$ cat src/rtl/mac_pkg.sv
// Shared constants and result encodings for the floating MAC datapath.
// Holds field layout, exponent limits and the canonical +0 / +INF words.
package mac_pkg;

  localparam int MANT_W = 24;
  localparam int EXP_W  = 8;
  localparam int LZC_W  = 5;
  localparam int BIAS   = 127;

  localparam logic [EXP_W-1:0] EXP_MAX = 8'hFF;

  localparam int SIGN_POS = 31;
  localparam int EXP_LSB  = 23;
  localparam int FRAC_W   = 23;

  localparam logic [31:0] POS_ZERO = 32'h0000_0000;
  localparam logic [31:0] POS_INF  = 32'h7F80_0000;

  typedef struct packed {
    logic [31:0] result;
    logic        zero;
    logic        ovf;
    logic        unf;
  } res_t;

endpackage

$ cat src/rtl/lzc24.sv
// Combinational leading-zero counter for a 24-bit sum, result 0..24.
// Padding the low end with ones bounds the count at 24 for an all-zero input.
module lzc24
  import mac_pkg::*;
(
  input  logic [23:0]      sum_i,
  output logic [LZC_W-1:0] lz_o
);

  logic [31:0]      v;
  logic [LZC_W-1:0] n;

  always_comb begin
    v = {sum_i, 8'hFF};
    n = '0;
    if (v[31:16] == 16'h0) begin n[4] = 1'b1; v = v << 16; end
    if (v[31:24] == 8'h0)  begin n[3] = 1'b1; v = v << 8;  end
    if (v[31:28] == 4'h0)  begin n[2] = 1'b1; v = v << 4;  end
    if (v[31:30] == 2'h0)  begin n[1] = 1'b1; v = v << 2;  end
    if (v[31] == 1'b0)     begin n[0] = 1'b1;              end
    lz_o = n;
  end

endmodule

$ cat src/rtl/mac_normalize_round.sv
// Post-adder normalize / round-to-nearest-even stage of the floating MAC.
// Two-stage valid/ready pipeline; stage 1 aligns and counts zeros, stage 2 shifts, rounds, packs.
module mac_normalize_round #(
  parameter int MANT_W = mac_pkg::MANT_W,
  parameter int EXP_W  = mac_pkg::EXP_W,
  parameter int LZC_W  = mac_pkg::LZC_W
) (
  input  logic              clock,
  input  logic              reset,
  input  logic              in_valid,
  output logic              in_ready,
  input  logic [MANT_W-1:0] in_sum,
  input  logic              in_cout,
  input  logic              in_sign,
  input  logic [EXP_W-1:0]  in_exp,
  output logic              out_valid,
  input  logic              out_ready,
  output logic [31:0]       out_result,
  output logic              out_zero,
  output logic              out_overflow,
  output logic              out_underflow
);
  import mac_pkg::*;

  localparam int EW2 = EXP_W + 2;
  localparam logic signed [EW2-1:0] EXP_SAT  = EW2'(EXP_MAX);
  localparam logic signed [EW2-1:0] EXP_ZERO = '0;

  function automatic void rne_round(
    input  logic        [MANT_W-1:0] m,
    input  logic                     g,
    input  logic signed [EW2-1:0]    e,
    output logic        [MANT_W-1:0] m_o,
    output logic signed [EW2-1:0]    e_o
  );
    logic [MANT_W:0] sum;
    // A lone guard bit can only signal an exact half, so round up only when odd.
    sum = {1'b0, m} + {{MANT_W{1'b0}}, g & m[0]};
    if (sum[MANT_W]) begin
      m_o = {1'b1, {(MANT_W-1){1'b0}}};
      e_o = e + EW2'(1);
    end else begin
      m_o = sum[MANT_W-1:0];
      e_o = e;
    end
  endfunction

  function automatic res_t select_result(
    input logic                     sign,
    input logic                     zero,
    input logic                     expmax,
    input logic signed [EW2-1:0]    e,
    input logic        [MANT_W-1:0] m
  );
    res_t r;
    r = '0;
    if (zero) begin
      r.result = POS_ZERO;
      r.zero   = 1'b1;
    end else if (expmax || e >= EXP_SAT) begin
      r.result = POS_INF | {sign, 31'h0};
      r.ovf    = 1'b1;
    end else if (e <= EXP_ZERO) begin
      r.result = {sign, 31'h0};
      r.zero   = 1'b1;
      r.unf    = 1'b1;
    end else begin
      r.result = {sign, e[EXP_W-1:0], m[MANT_W-2:0]};
    end
    return r;
  endfunction

  logic s1_load, s2_load;

  logic                     vld_p1_q;
  logic                     sign_p1_q, sign_p1_d;
  logic        [MANT_W-1:0] mant_p1_q, mant_p1_d;
  logic                     guard_p1_q, guard_p1_d;
  logic signed [EW2-1:0]    exp_p1_q, exp_p1_d;
  logic        [LZC_W-1:0]  lz_p1_q, lz_p1_d;
  logic                     zero_p1_q, zero_p1_d;
  logic                     expmax_p1_q, expmax_p1_d;

  logic                     vld_p2_q;
  res_t                     res_p2_q, res_p2_d;

  logic        [LZC_W-1:0]  lz_raw;
  logic        [MANT_W-1:0] mant_sh, mant_rnd;
  logic signed [EW2-1:0]    exp_sh, exp_rnd;

  assign s2_load  = !vld_p2_q || out_ready;
  assign s1_load  = !vld_p1_q || s2_load;
  assign in_ready = s1_load;

  lzc24 u_lzc (
    .sum_i (in_sum),
    .lz_o  (lz_raw)
  );

  // ---- stage 0 -> 1: carry-out alignment and leading-zero count
  always_comb begin
    sign_p1_d   = in_sign;
    mant_p1_d   = in_sum;
    guard_p1_d  = 1'b0;
    lz_p1_d     = lz_raw;
    exp_p1_d    = $signed({2'b00, in_exp});
    zero_p1_d   = !in_cout && (in_sum == '0);
    expmax_p1_d = (in_exp == EXP_MAX);
    if (in_cout) begin
      mant_p1_d  = {1'b1, in_sum[MANT_W-1:1]};
      guard_p1_d = in_sum[0];
      lz_p1_d    = '0;
      exp_p1_d   = $signed({2'b00, in_exp}) + EW2'(1);
    end
  end

  always_ff @(posedge clock) begin
    if (s1_load && in_valid) begin
      sign_p1_q   <= sign_p1_d;
      mant_p1_q   <= mant_p1_d;
      guard_p1_q  <= guard_p1_d;
      lz_p1_q     <= lz_p1_d;
      exp_p1_q    <= exp_p1_d;
      zero_p1_q   <= zero_p1_d;
      expmax_p1_q <= expmax_p1_d;
    end
  end

  // ---- stage 1 -> 2: normalize shift, round, saturate and pack
  always_comb begin
    mant_sh = mant_p1_q << lz_p1_q;
    exp_sh  = exp_p1_q - $signed({{(EW2-LZC_W){1'b0}}, lz_p1_q});
    rne_round(mant_sh, guard_p1_q, exp_sh, mant_rnd, exp_rnd);
    res_p2_d = select_result(sign_p1_q, zero_p1_q, expmax_p1_q, exp_rnd, mant_rnd);
  end

  always_ff @(posedge clock) begin
    if (reset) begin
      vld_p1_q <= 1'b0;
      vld_p2_q <= 1'b0;
      res_p2_q <= '0;
    end else begin
      if (s1_load) vld_p1_q <= in_valid;
      if (s2_load) vld_p2_q <= vld_p1_q;
      if (s2_load && vld_p1_q) res_p2_q <= res_p2_d;
    end
  end

  assign out_valid     = vld_p2_q;
  assign out_result    = res_p2_q.result;
  assign out_zero      = res_p2_q.zero;
  assign out_overflow  = res_p2_q.ovf;
  assign out_underflow = res_p2_q.unf;

endmodule

$ cat config.mk
export PLATFORM = sky130hd
export DESIGN_NAME = mac_normalize_round
export DESIGN_NICKNAME = d
export VERILOG_FILES = /design/src/rtl/mac_pkg.sv /design/src/rtl/lzc24.sv /design/src/rtl/mac_normalize_round.sv
export SDC_FILE = /design/constraint.sdc
export NUM_CORES = 1
export LEC_CHECK = 0
export CORE_AREA = 2 2 128 130
export CTS_CLUSTER_DIAMETER = 150
export DETAILED_ROUTE_END_ITERATION = 10
export DIE_AREA = 0 0 130 132
export GPL_TIMING_DRIVEN = 0
export SLEW_MARGIN = 20
export SYNTH_ARGS = -nofsm -noshare
export SYNTH_HDL_FRONTEND = slang
export SYNTH_SLANG_ARGS = --single-unit
$ cat constraint.sdc
create_clock -name clock -period 6.1 [get_ports clock]
set_input_delay 0.61 -clock clock [delete_from_list [all_inputs] [get_ports clock]]
set_output_delay 0.61 -clock clock [all_outputs]
set_load 0.02 [all_outputs]
==> metrics.txt <==
CTS buffer count 9; Overflow after GRT 0; total track usage 0.215; Final GP Congestion 0.934; fin cells 951; Seq pwr share 0.386; H-tree depth 3; Max-cap violations 0; Clock Power Share 0.340; Avg Cell Area, Syn 9.62 sq um; final hold violation count 0; reg-to-reg startpoint lz_p1_q[4]$_SDFFCE_PP0P_; number of core rows 46; largest net degree at the start of global routing 36; slowest stage cell, crit path nor4_2; Area Overhead vs Synth 21.4%; Die Ht 132 um; Worst Hold Path EP out_result[15]$_SDFFE_PP0P_; #FFs+latches synth 79; Setup Crit Path Kind reg2reg; clk sinks 79; # diodes 0; net count after synthesis 692; R2R cell count 17; crit path cell chain clkbuf_1 -> inv_1 -> clkbuf_1 -> nand2_1 -> nor3_1 -> ha_1 -> nor2b_1 -> nand4_1 -> nor3_1 -> nand4bb_1 -> clkbuf_1 -> nor4_2 -> mux2i_1 -> nor4_2 -> or4_4 -> buf_6 -> o21ai_2; Required @ worst endpoint 6.37 ns; hold_buf cts 0; Post-Place Worst Slack 0.970 ns; most used cell, CP clkbuf_1; layout cell share with drive strength beyond 1 0.181; async set-reset flop share out of synthesis 0; Routed WL 18.0 mm; vias in the first global route 5254; first-pass GRT wire length 28.9 mm; # port buffers 73; io pins 75; synth warn 0; Cell Pwr Density 213 nW/um^2; Cell Int Power 1.11 mW; most frequent cell after synthesis nor2_1; via count 5391; Final #Nets 777; ANT nets after route 0; status completed; R2R Setup Slk 0.93 ns; Synth Instances 645; Max Clk Rate 193 MHz; Final Cycle Share 0.847; vias per cell 5.67; post-route cell area 7530 sq um; Final Setup Violations 0; layout filler cell count 1474; DR WL/cell 18.9 um; slew margin rel. 0.411; CP endpoint kind register; Data arrival, critical path 5.44 ns; P_sw 496 uW; Post-synth EDFFs 42; antenna violations before repair 0; Starting Density 0.395; dominant cells by area after synthesis edfxtp_1 (20%), dfxtp_1 (12%), mux2_2 (6.5%), mux4_2 (6.5%), mux2i_1 (5.2%); HP Start out_result[15]$_SDFFE_PP0P_; Synth top area share 0.203; Detailed Place HPWL 14.4 mm; worst flop-to-flop path endpoint out_result[10]$_SDFFE_PP0P_; die area 17200 sq um; CTS tree yes; Placement Cell Area 7220 sq um; Comb pwr share 0.274; critical path launch point type register; drt pass-1 iters 5; Synth Flop Type edfxtp_1; # Post-CTS Setup Buffers 0; Resized Gates After CTS 0; post-synth cell types 80; CTS Root Cell clkbuf_16; sequential element share of the synthesized area 0.323; 1st-iter DRT viols 452; Slew Limit Fails 0; Max VDD drop 0.142 mV; Placed Cells incl. Taps 935; Post-synth top cells nor2_1 (73), nand2_1 (58), edfxtp_1 (42); Mapped Area 6200 sq um; crit path max fanout 10; Worst Skew 0.00745 ns; Tmin final 5.17 ns; leak pwr 2.60 nW; Worst Tran Pin Value 0.884 ns; Die Width 130 um; Clk pin slew, worst setup/hold paths 0.06 ns; Min-Delay Path Depth 2; HP Class reg2reg; largest area contributor in the netlist edfxtp_1; # DRC 0; clock latency on the worst-skew pair 0.34 ns; maximum clock path buffer count 2; RSZ-0062 raised after global routing false; setup_tns 0 ns; Setup WS post-layout 0.932 ns; Core ar. 15700 sq um; WHS 0.450 ns; slowest cell delay on critical path 0.57 ns; switch share 0.310
[worst max-delay path, delay by kind of cell (launching register included)]
| kind | cells | cell delay [ns] |
|---|---|---|
| AO/OA/AOI/OAI | 1 | 0.13 |
| adder cells (fa/ha/maj) | 1 | 0.21 |
| buffers and inverters | 5 | 1.19 |
| flip-flops | 1 | 0.36 |
| multiplexers | 1 | 0.29 |
| AND/OR/NAND/NOR | 9 | 2.92 |
[power by group through the flow]
stage	registers (mW)	logic, mW	clock network, mW
after floorplan	0.628	0.292	0
after global placement	0.630	0.428	0
after detailed placement	0.630	0.432	0
after CTS	0.619	0.434	0.559
after global routing	0.622	0.475	0.579
final	0.619	0.439	0.544
[per-stage QoR]
stage	power (mW)	utilization
6_report	1.60	0.479
5_1_grt	1.68	0.479
4_1_cts	1.61	0.479
3_5_place_dp	1.06	0.460
3_3_place_gp	1.06	0.458
2_1_floorplan	0.921	-
[registers in the layout, indices dropped and copies added, names as in the netlist]
| signal | count |
|---|---|
| out_valid | 1 |
| out_zero | 1 |
| guard_p1_q | 1 |
| mant_p1_q | 24 |
| sign_p1_q | 1 |
| out_overflow | 1 |
| exp_p1_q | 9 |
| vld_p1_q | 1 |
| lz_p1_q | 5 |
| zero_p1_q | 1 |
| out_result | 32 |
| expmax_p1_q | 1 |
| out_underflow | 1 |
[placed cells by master (no fill, tap or decap), types with 5 or more instances in the layout]
cell type / netlist / layout
nand2b_1: 7 / 7
a221o_1: 6 / 6
clkbuf_16: 0 / 9
inv_1: 13 / 13
nor2_1: 73 / 73
nor3_1: 17 / 17
xnor2_1: 30 / 30
nand4_1: 10 / 10
mux4_2: 18 / 18
o21ai_0: 11 / 11
nor2b_1: 12 / 12
and2_1: 9 / 8
nor4_1: 6 / 6
nor3b_1: 5 / 5
buf_2: 5 / 5
or2_2: 7 / 7
ha_1: 8 / 8
a21oi_1: 22 / 22
clkdlybuf4s50_1: 0 / 73
buf_6: 5 / 5
o22ai_1: 7 / 7
nand3_1: 15 / 15
mux2i_1: 32 / 32
o21ai_2: 20 / 20
a22o_1: 6 / 6
clkbuf_1: 15 / 15
edfxtp_1: 42 / 42
nand2_1: 58 / 58
dfxtp_1: 37 / 37
and3_1: 6 / 6
xor2_1: 14 / 14
mux2_2: 36 / 36
[worst max path at each step]
stage	startpoint	end	cells past startpoint
global route	lz_p1_q[4]$_SDFFCE_PP0P_	out_result[20]$_SDFFE_PP0P_	17
global placement	lz_p1_q[4]$_SDFFCE_PP0P_	out_result[6]$_SDFFE_PP0P_	17
floorplan	lz_p1_q[1]$_SDFFCE_PP0P_	out_result[7]$_SDFFE_PP0P_	18
CTS	lz_p1_q[4]$_SDFFCE_PP0P_	out_result[10]$_SDFFE_PP0P_	17
detailed placement	lz_p1_q[4]$_SDFFCE_PP0P_	out_result[10]$_SDFFE_PP0P_	17
finish	lz_p1_q[4]$_SDFFCE_PP0P_	out_result[10]$_SDFFE_PP0P_	17
[layout make-up]
type / instances / area (sq um) / share of cell area
clock inverter: 7 / 78.8 / 0.0105
tap: 216 / 270 / 0.0359
multi-input combinational: 517 / 3910 / 0.519
buffer: 34 / 239 / 0.0317
inverter: 15 / 56.3 / 0.00748
clock buffer: 9 / 225 / 0.0299
sequential: 79 / 2000 / 0.266
timing repair buffer: 74 / 751 / 0.0997
[kinds of logic (layout without fill, tap and decap cells)]
logic type / after synthesis / count (layout) / share of synthesized area
simple gates: 246 / 246 / 0.200
compound gates: 132 / 132 / 0.165
mux: 86 / 86 / 0.182
flops: 79 / 79 / 0.323
buf+inv: 49 / 139 / 0.0476
xor+xnor: 44 / 44 / 0.0621
fa+ha+maj: 9 / 9 / 0.0194
[metal layers]
metal  part of all wire  up-vias  GRT usage
met5                  0        -          0
met4              0.022        0     0.0777
met3              0.044       27     0.0333
met2               0.47      168      0.338
met1               0.46     2594      0.298
li1                   -     2602          -
No activity file was read; power rests on OpenSTA's default activity.
